### src/rtl/vfr_control_packet_decoder.sv
// Splits a VIP stream: video packets are forwarded combinationally and control packets are decoded into width/height/interlace.
// Define VFR_DECODER_USER_PKT_PASS_EN to forward non-video user packets instead of dropping them.
module vfr_control_packet_decoder #(
  parameter int BITS_PER_SYMBOL  = 8,
  parameter int SYMBOLS_PER_BEAT = 3
) (
  input  logic                                        clk,
  input  logic                                        rst,
  input  logic                                        din_valid,
  input  logic                                        din_sop,
  input  logic                                        din_eop,
  input  logic [BITS_PER_SYMBOL*SYMBOLS_PER_BEAT-1:0] din_data,
  output logic                                        din_ready,
  input  logic                                        dout_ready,
  output logic                                        dout_valid,
  output logic                                        dout_sop,
  output logic                                        dout_eop,
  output logic [BITS_PER_SYMBOL*SYMBOLS_PER_BEAT-1:0] dout_data,
  output logic [15:0]                                 width,
  output logic [15:0]                                 height,
  output logic [3:0]                                  interlaced,
  output logic                                        ctrl_valid,
  output logic                                        ctrl_error
);

  localparam logic [3:0] NEED_BEATS = 4'((9 + SYMBOLS_PER_BEAT - 1) / SYMBOLS_PER_BEAT);
  localparam logic [3:0] CNT_MAX    = 4'hF;

`ifdef VFR_DECODER_USER_PKT_PASS_EN
  typedef enum logic [1:0] {IDLE, VIDEO, CONTROL} state_t;
`else
  typedef enum logic [1:0] {IDLE, VIDEO, CONTROL, DISCARD} state_t;
`endif

  state_t      state_reg, state_next;
  logic [3:0]  beat_cnt_reg, beat_cnt_next, beat_cnt_inc;
  logic [35:0] shadow_reg, shadow_next, shadow_wr;
  logic [15:0] width_reg, height_reg;
  logic [3:0]  interlaced_reg;
  logic        ctrl_valid_reg, ctrl_valid_next;
  logic        ctrl_error_reg, ctrl_error_next;

  logic [3:0]  sop_type;
  logic        pass_type;
  logic        ctrl_type;
  logic [15:0] wr_width, wr_height;
  logic [3:0]  wr_interlace;
  logic        pkt_complete;

  assign sop_type  = din_data[3:0];
  assign ctrl_type = (sop_type == 4'hF);
`ifdef VFR_DECODER_USER_PKT_PASS_EN
  assign pass_type = (sop_type != 4'hF);
`else
  assign pass_type = (sop_type == 4'h0);
`endif

  assign dout_data = din_data;
  assign dout_sop  = din_sop;
  assign dout_eop  = din_eop;

  assign beat_cnt_inc = (beat_cnt_reg == CNT_MAX) ? CNT_MAX : beat_cnt_reg + 4'd1;

  // Shadow as it would look after the current payload beat; nibble k lives at [4k +: 4].
  genvar gi;
  generate
    for (gi = 0; gi < 9; gi++) begin : g_nib
      localparam int BEAT = gi / SYMBOLS_PER_BEAT;
      localparam int SYM  = gi % SYMBOLS_PER_BEAT;
      assign shadow_wr[gi*4 +: 4] = (beat_cnt_reg == 4'(BEAT)) ?
                                    din_data[SYM*BITS_PER_SYMBOL +: 4] :
                                    shadow_reg[gi*4 +: 4];
    end
  endgenerate

  // First nibble on the wire is the most significant one.
  assign wr_width     = {shadow_wr[3:0],   shadow_wr[7:4],   shadow_wr[11:8],  shadow_wr[15:12]};
  assign wr_height    = {shadow_wr[19:16], shadow_wr[23:20], shadow_wr[27:24], shadow_wr[31:28]};
  assign wr_interlace = shadow_wr[35:32];
  assign pkt_complete = (beat_cnt_inc >= NEED_BEATS) && (|wr_width) && (|wr_height);

  always_comb begin
    state_next      = state_reg;
    beat_cnt_next   = beat_cnt_reg;
    shadow_next     = shadow_reg;
    ctrl_valid_next = 1'b0;
    ctrl_error_next = 1'b0;
    din_ready       = 1'b0;
    dout_valid      = 1'b0;

    if (din_valid && din_sop) begin
      // A sop is always decoded as from IDLE; accepting it aborts whatever was open.
      if (pass_type) begin
        din_ready  = dout_ready;
        dout_valid = 1'b1;
        if (dout_ready) state_next = din_eop ? IDLE : VIDEO;
      end else if (ctrl_type) begin
        din_ready     = 1'b1;
        beat_cnt_next = 4'd0;
        state_next    = din_eop ? IDLE : CONTROL;
        if (din_eop) ctrl_error_next = 1'b1;
      end
`ifdef VFR_DECODER_USER_PKT_PASS_EN
`else
      else begin
        din_ready  = 1'b1;
        state_next = din_eop ? IDLE : DISCARD;
      end
`endif
      if (din_ready && (state_reg == CONTROL)) ctrl_error_next = 1'b1;
    end else begin
      case (state_reg)
        IDLE: din_ready = 1'b1;
        VIDEO: begin
          din_ready  = dout_ready;
          dout_valid = din_valid;
          if (din_valid && dout_ready && din_eop) state_next = IDLE;
        end
        CONTROL: begin
          din_ready = 1'b1;
          if (din_valid) begin
            beat_cnt_next = beat_cnt_inc;
            shadow_next   = shadow_wr;
            if (din_eop) begin
              state_next      = IDLE;
              ctrl_valid_next = pkt_complete;
              ctrl_error_next = !pkt_complete;
            end
          end
        end
`ifdef VFR_DECODER_USER_PKT_PASS_EN
`else
        DISCARD: begin
          din_ready = 1'b1;
          if (din_valid && din_eop) state_next = IDLE;
        end
`endif
        default: state_next = IDLE;
      endcase
    end

    if (rst) begin
      din_ready  = 1'b0;
      dout_valid = 1'b0;
    end
  end

  always_ff @(posedge clk or posedge rst) begin
    if (rst) begin
      state_reg      <= IDLE;
      beat_cnt_reg   <= 4'd0;
      shadow_reg     <= 36'd0;
      width_reg      <= 16'd0;
      height_reg     <= 16'd0;
      interlaced_reg <= 4'd0;
      ctrl_valid_reg <= 1'b0;
      ctrl_error_reg <= 1'b0;
    end else begin
      state_reg      <= state_next;
      beat_cnt_reg   <= beat_cnt_next;
      shadow_reg     <= shadow_next;
      ctrl_valid_reg <= ctrl_valid_next;
      ctrl_error_reg <= ctrl_error_next;
      if (ctrl_valid_next) begin
        width_reg      <= wr_width;
        height_reg     <= wr_height;
        interlaced_reg <= wr_interlace;
      end
    end
  end

  assign width      = width_reg;
  assign height     = height_reg;
  assign interlaced = interlaced_reg;
  assign ctrl_valid = ctrl_valid_reg;
  assign ctrl_error = ctrl_error_reg;

endmodule

### config.mk
export PLATFORM = sky130hd
export DESIGN_NAME = vfr_control_packet_decoder
export DESIGN_NICKNAME = d
export VERILOG_FILES = /design/src/rtl/vfr_control_packet_decoder.sv
export SDC_FILE = /design/constraint.sdc
export NUM_CORES = 1
export LEC_CHECK = 0
export CAP_MARGIN = 40
export CORE_UTILIZATION = 46
export CTS_CLUSTER_SIZE = 8
export DETAILED_ROUTE_END_ITERATION = 16
export MAX_ROUTING_LAYER = met4
export PLACE_DENSITY_LB_ADDON = 0.15
export SKIP_CTS_REPAIR_TIMING = 1
export SYNTH_ARGS = -nofsm -noshare
export SYNTH_HDL_FRONTEND = slang
export SYNTH_SLANG_ARGS = --single-unit
### constraint.sdc
create_clock -name clk -period 2.7 [get_ports clk]
set_input_delay 0.54 -clock clk [delete_from_list [all_inputs] [get_ports clk]]
set_output_delay 0.54 -clock clk [all_outputs]
set_load 0.1 [all_outputs]
==> metrics.txt, run 1 <==
initial antenna violation count 0; Max IR drop VDD between 0.8 and 0.9 mV; GRT Util Overall a little over a fifth; combinational share of power a little under three fifths; leading area contributor after synthesis dfrtp_1; DRT iter0 DRCs around 120; Port Buffers approximately 70; root buffer cell clkbuf_8; footprint of the multi-input gates 1970 um^2; final hold vios 0; worst hold slack about 0.5 ns; Startpoint Class flip-flop; Tcrit/Tclk final between 90% and 100%; max cap viols 0; CP cell instances inv_2, ha_4, nor3b_4, or4_4, a222oi_1, a22oi_2, nand4_4, clkbuf_16, mux2_4; Layout Cell Area excl Fill approximately 5600 um^2; vias in the first global route ~3000; area of the die ~9600 um^2; Seq/Total Area, Yosys approximately 47%; Worst Path Class, Setup reg2reg; area grow syn2layout 32.9%; Max clock buf depth 2; GPL Wtd Cong 0.786; detailed-route via count 2863; Die X-Extent 97.8 um; Worst path max stage delay approximately 0.43 ns; critical path's top delay family simple AND/OR/NAND/NOR gates; Cells after DPL around 500; Tightest Hold Check Type reg2reg; P_sw 0.00342 W; drt wl/cell roughly 18 um; list of most frequent post-synthesis cells dfrtp_1, mux2_2, mux2_4; Pint about 0.0038 W; EDFF count, synth 0; CP max FO 7; pin count of the biggest net entering global routing 38; P_leak 2.74 nW; Setup violations, final 0; syn avg cell area approximately 13 um^2; Util after Layout around 64%; max-slew violation count 0; final setup skew between 0.009 and 0.01 ns; ant diodes 0; synth warn 0; Synth top area share roughly 47%; FF+latch area about 2000 um^2; clock share of power approximately 14%; outcome complete, but fails checks; layout cells sized above 1 around 58%; DRT Pass-1 Iters 10; Core ar. approximately 8800 um^2; Reg clk slew, reported paths about 0.080 ns; # DRC 13; Slew HR 58.9%; grt ovf 0; Critical Path AT between 2 and 3 ns; failing checks design-rule violations; first-pass GRT wire length 15200 um; count leader, synth dfrtp_1; fmax 0.371 GHz; DRT antenna net count 0; synth top area cells dfrtp_1, mux2_2, mux2_4; worst reg-to-reg setup slack ~0.0078 ns; Post-Layout Cell Count 526; RSZ-0062 raised after global routing true; mapped cell area 4220 um^2; CTS sink cnt 80; minimum clock period around 2.7 ns; worst-margin pin slew a little over 0.6 ns; row count 34; slowest stage cell on the critical path or4_4; starting density of the core a little under half; CP Capture Type flip-flop; Seq cells post-synth 80; Filler Cell Count roughly 690; Post-DP Area approximately 5200 um^2; CTS tree yes; Async S/R FF share, synth 100%; sequential share of power approximately 28%; # H-tree levels 3; Netlist cell types 38; Largest register FFs 36; Layout Nets roughly 450; sum of buffers and inverters on the critical path 2; Synth Instances between 300 and 400; syn nets ~360; Die Height 97.8 um; final wirelength roughly 9600 um; ys flop type dfrtp_1; dpl hpwl between 6000 and 7000 um; clk_lat worst skew 0.35 ns; CP Data Required Time 2.94 ns; switching share of power 47.6%; vias per cell around 5.4; Num CTS Buffers 9; PD cells around 1300 nW/um^2; total I/O pin count 96
## placed cells by master (no fill, tap or decap), types with 6 or more instances in the layout
master           netlist  layout
nor3_1                 6       6
dfrtp_1               80      79
nand3_1                6       6
a21oi_1               10      10
mux2_4                30      30
o21ai_0               10      10
clkbuf_8               0      11
buf_4                 26      72
nand2_1               14      14
mux2_2                78      78
clkdlybuf4s50_1        0      14
buf_12                 0      20
## power by group through the flow
stage / logic [W] / clock network, W / registers (W)
final: 0.00410 / 0.00104 / 0.00205
after detailed placement: 0.00399 / 0 / 0.00206
after global routing: 0.00428 / 0.00110 / 0.00213
after CTS: 0.00400 / 0.00106 / 0.00204
after floorplan: 0.00156 / 0 / 0.00366
after global placement: 0.00396 / 0 / 0.00204
## path summary, 6_finish.rpt
| check | from | endpoint | depth (start not counted) |
|---|---|---|---|
| worst max-delay path | beat_cnt_reg[1]$_DFFE_PP0P_ | height[3]$_DFFE_PP0P_ | 9 |
| worst min-delay path | width[3]$_DFFE_PP0P_ | width[3]$_DFFE_PP0P_ | 1 |
| worst max register to register | beat_cnt_reg[1]$_DFFE_PP0P_ | height[3]$_DFFE_PP0P_ | 9 |
| worst min register to register | width[3]$_DFFE_PP0P_ | width[3]$_DFFE_PP0P_ | 1 |
| max in group asynchronous | rst | height[11]$_DFFE_PP0P_ | 3 |
| min in group asynchronous | rst | width[2]$_DFFE_PP0P_ | 2 |
## through the flow
step,setup TNS (ns),total power [W],setup slack [ns]
2_1_floorplan,0,0.00522,0.108
3_3_place_gp,0,0.00600,0.0156
3_5_place_dp,-0.0501,0.00605,-0.00974
4_1_cts,-0.583,0.00710,-0.0362
5_1_grt,-2.57,0.00751,-0.0957
6_report,0,0.00719,0.00778
## cells by family (layout without fill, tap and decap cells)
kind of cell               count (synthesis)  count (layout)  share of synthesized area, %
muxes                                    109             109                          31.7
adders and majority gates                  4               4                          1.19
buffers and inverters                     50             140                          7.35
and+or+nand+nor                           55              55                          7.94
AOI/OAI and AO/OA                         30              30                          4.39
DFF                                       80              80                          47.4
## metal layers
metal / track usage, % / wire (um) / up-vias / share of wire (%)
met5: - / 0 / - / 0
met4: 6.18 / 120 / 0 / 1.2
met3: 4.22 / 360 / 14 / 3.7
met2: 32.4 / 4550 / 61 / 47
met1: 28.7 / 4570 / 1462 / 48
li1: - / - / 1326 / -
## final cells by class
type	instances	share of cell area, %
Clock buffer	11	2.70
Clock inverter	5	1.52
Inverter	8	0.557
Multi-Input combinational cell	198	35.1
Sequential cell	80	35.7
Tap cell	108	2.41
Timing Repair Buffer	116	22.1
Power figures use the tool's default switching activity.
==> run 2, diff against run 1 <==
--- a/config.mk
+++ b/config.mk
@@ -6,9 +6,10 @@
 export NUM_CORES = 1
 export LEC_CHECK = 0
 export CAP_MARGIN = 40
-export CORE_UTILIZATION = 46
+export CORE_UTILIZATION = 51
 export CTS_CLUSTER_SIZE = 8
 export DETAILED_ROUTE_END_ITERATION = 16
+export GPL_TIMING_DRIVEN = 0
 export MAX_ROUTING_LAYER = met4
 export PLACE_DENSITY_LB_ADDON = 0.15
 export SKIP_CTS_REPAIR_TIMING = 1
==> constraint.sdc (replaced) <==
create_clock -name clk -period 2.75 [get_ports clk]
set_input_delay 0.55 -clock clk [delete_from_list [all_inputs] [get_ports clk]]
set_output_delay 0.55 -clock clk [all_outputs]
set_load 0.1 [all_outputs]
==> run 2 against run 1 <==
First-iteration DRC count grew 47%. Critical endpoint is now dout_data[10]. The run now ends clean. Critical path depth down 5. Global-route usage grew 4.6 points. Register-to-register slack barely moved. Sequential share of layout area shrank 5.7 points. Clock skew grew 0.0025 ns. Largest power group unchanged. Non-clock buffer count rose by 90. Sequential power down 2%.
==> metrics.txt, run 2 (synthesis results as in run 1) <==
final setup skew 0.0124 ns; Port Buffers between 80 and 90; Critical Path AT 2.19 ns; starting density of the core ~54%; Max clock buf depth 2; combinational share of power 63.1%; Layout Cell Area excl Fill around 6700 um^2; outcome finished, final reports clean; crit-path most repeated cell clkdlybuf4s50_1; fmax approximately 0.36 GHz; root buffer cell clkbuf_8; clk_lat worst skew approximately 0.35 ns; area grow syn2layout 58.4%; Pint about 0.0044 W; Reg clk slew, reported paths around 0.08 ns; layout cells sized above 1 about half; DRT Pass-1 Iters 4; first-pass GRT wire length between 15000 and 20000 um; minimum clock period between 2 and 3 ns; RSZ-0062 raised after global routing true; Die Height 93.0 um; sequential share of power around 25%; Max IR drop VDD a little over 0.9 mV; Setup violations, final 0; final hold vios 0; DRT iter0 DRCs around 180; pre-CTS setup slack -0.698 ns; initial antenna violation count 0; Filler Cell Count around 410; P_sw about 0.0037 W; Tightest Hold Check Type reg2reg; most frequent cells in the layout dfrtp_1, mux2_2, clkdlybuf4s50_1, buf_8, buf_4; grt ovf 0; Tcrit/Tclk final 99.8%; Largest register FFs 36; PD cells 1200 nW/um^2; Worst Path Class, Setup in2out; area of the die roughly 8600 um^2; total chip power slightly above 0.008 W; # H-tree levels 3; Die X-Extent 93.0 um; max cap viols 0; drt wl/cell between 15 and 20 um; vias per cell 5.40; CP Capture Type primary output; critical path's top delay family buffers and inverters; min setup slack post-route slightly below 0.007 ns; ant diodes 0; GPL Wtd Cong roughly 0.78; final wirelength approximately 11000 um; DRT antenna net count 0; CTS tree yes; # DRC 0; dpl hpwl roughly 7500 um; worst-margin pin slew about 0.92 ns; Layout Nets ~540; pin count of the biggest net entering global routing between 60 and 70; Core ar. a little under 8000 um^2; commonest non-fill, non-tap cell in the layout dfrtp_1; clock share of power around an eighth; switching share of power about 45%; Num CTS Buffers 9; setup_tns 0 ns; Startpoint Class primary input; row count 32; CTS sink cnt 80; sum of buffers and inverters on the critical path 4; GRT Util Overall between 20% and 30%; detailed-route via count 3300; total I/O pin count between 90 and 100; CP cell instances clkdlybuf4s50_1, buf_4, clkdlybuf4s50_1, buf_8; CP Data Required Time between 2 and 2.5 ns; max-slew violation count 0; Post-DP Area 6190 um^2; Worst path max stage delay about 0.7 ns; vias in the first global route 3257; CP max FO 9; P_leak between 3 and 4 nW; worst hold slack 0.508 ns; Slew HR around two fifths; slowest stage cell on the critical path clkdlybuf4s50_1
-- run 2: worst register-to-register path, delay by kind of cell, from the launching register on --
family,cells,cell delay (ns)
mux,1,0.33
flops,1,0.44
simple gates,3,0.68
fa+ha+maj,1,0.21
compound gates,2,0.58
buf+inv,3,0.40
-- run 2: metrics by stage --
step | util [%] | cells
after global placement | 65.9 | 511
after detailed placement | 78.9 | 578
after global routing | 85.2 | 611
after CTS | 81.7 | 594
final | 85.2 | 611
after floorplan | - | 328
-- run 2: final cells by class --
class / count / area [um^2] / area share (%)
Buffer: 42 / 322 / 4.81
Clock buffer: 11 / 141 / 2.11
Clock inverter: 5 / 78.8 / 1.18
Inverter: 8 / 32.5 / 0.486
Multi-Input combinational cell: 199 / 2000 / 29.9
Sequential cell: 80 / 2000 / 29.9
Tap cell: 102 / 128 / 1.91
Timing Repair Buffer: 164 / 1980 / 29.6
-- run 2: metal layers --
metal,global-route usage [%],part of all wire [%],vias to the layer above
met2,43.1,52,116
met3,3.82,4.8,20
met5,-,0,-
met4,7.05,1.5,0
met1,33.0,42,1652
li1,-,-,1512
-- run 2: path summary, 6_finish.rpt --
kind,to,slack [ns],start,cells past startpoint
worst min-delay path,shadow_reg[34]$_DFFE_PP0P_,0.51,shadow_reg[34]$_DFFE_PP0P_,1
max in group asynchronous,shadow_reg[30]$_DFFE_PP0P_,1.54,rst,3
worst max register to register,height[12]$_DFFE_PP0P_,0.007,beat_cnt_reg[0]$_DFFE_PP0P_,10
worst min register to register,shadow_reg[34]$_DFFE_PP0P_,0.51,shadow_reg[34]$_DFFE_PP0P_,1
worst max-delay path,dout_data[10],0.007,din_data[10],4
min in group asynchronous,ctrl_error$_DFF_PP0_,0.61,rst,2
-- run 2: power by group through the flow --
stage | Clock (W) | Sequential [W] | Combinational [W]
CTS | 0.000975 | 0.00199 | 0.00487
finish | 0.000971 | 0.00200 | 0.00508
global placement | 0 | 0.00198 | 0.00395
floorplan | 0 | 0.00359 | 0.00153
global route | 0.00103 | 0.00206 | 0.00526
detailed placement | 0 | 0.00201 | 0.00485
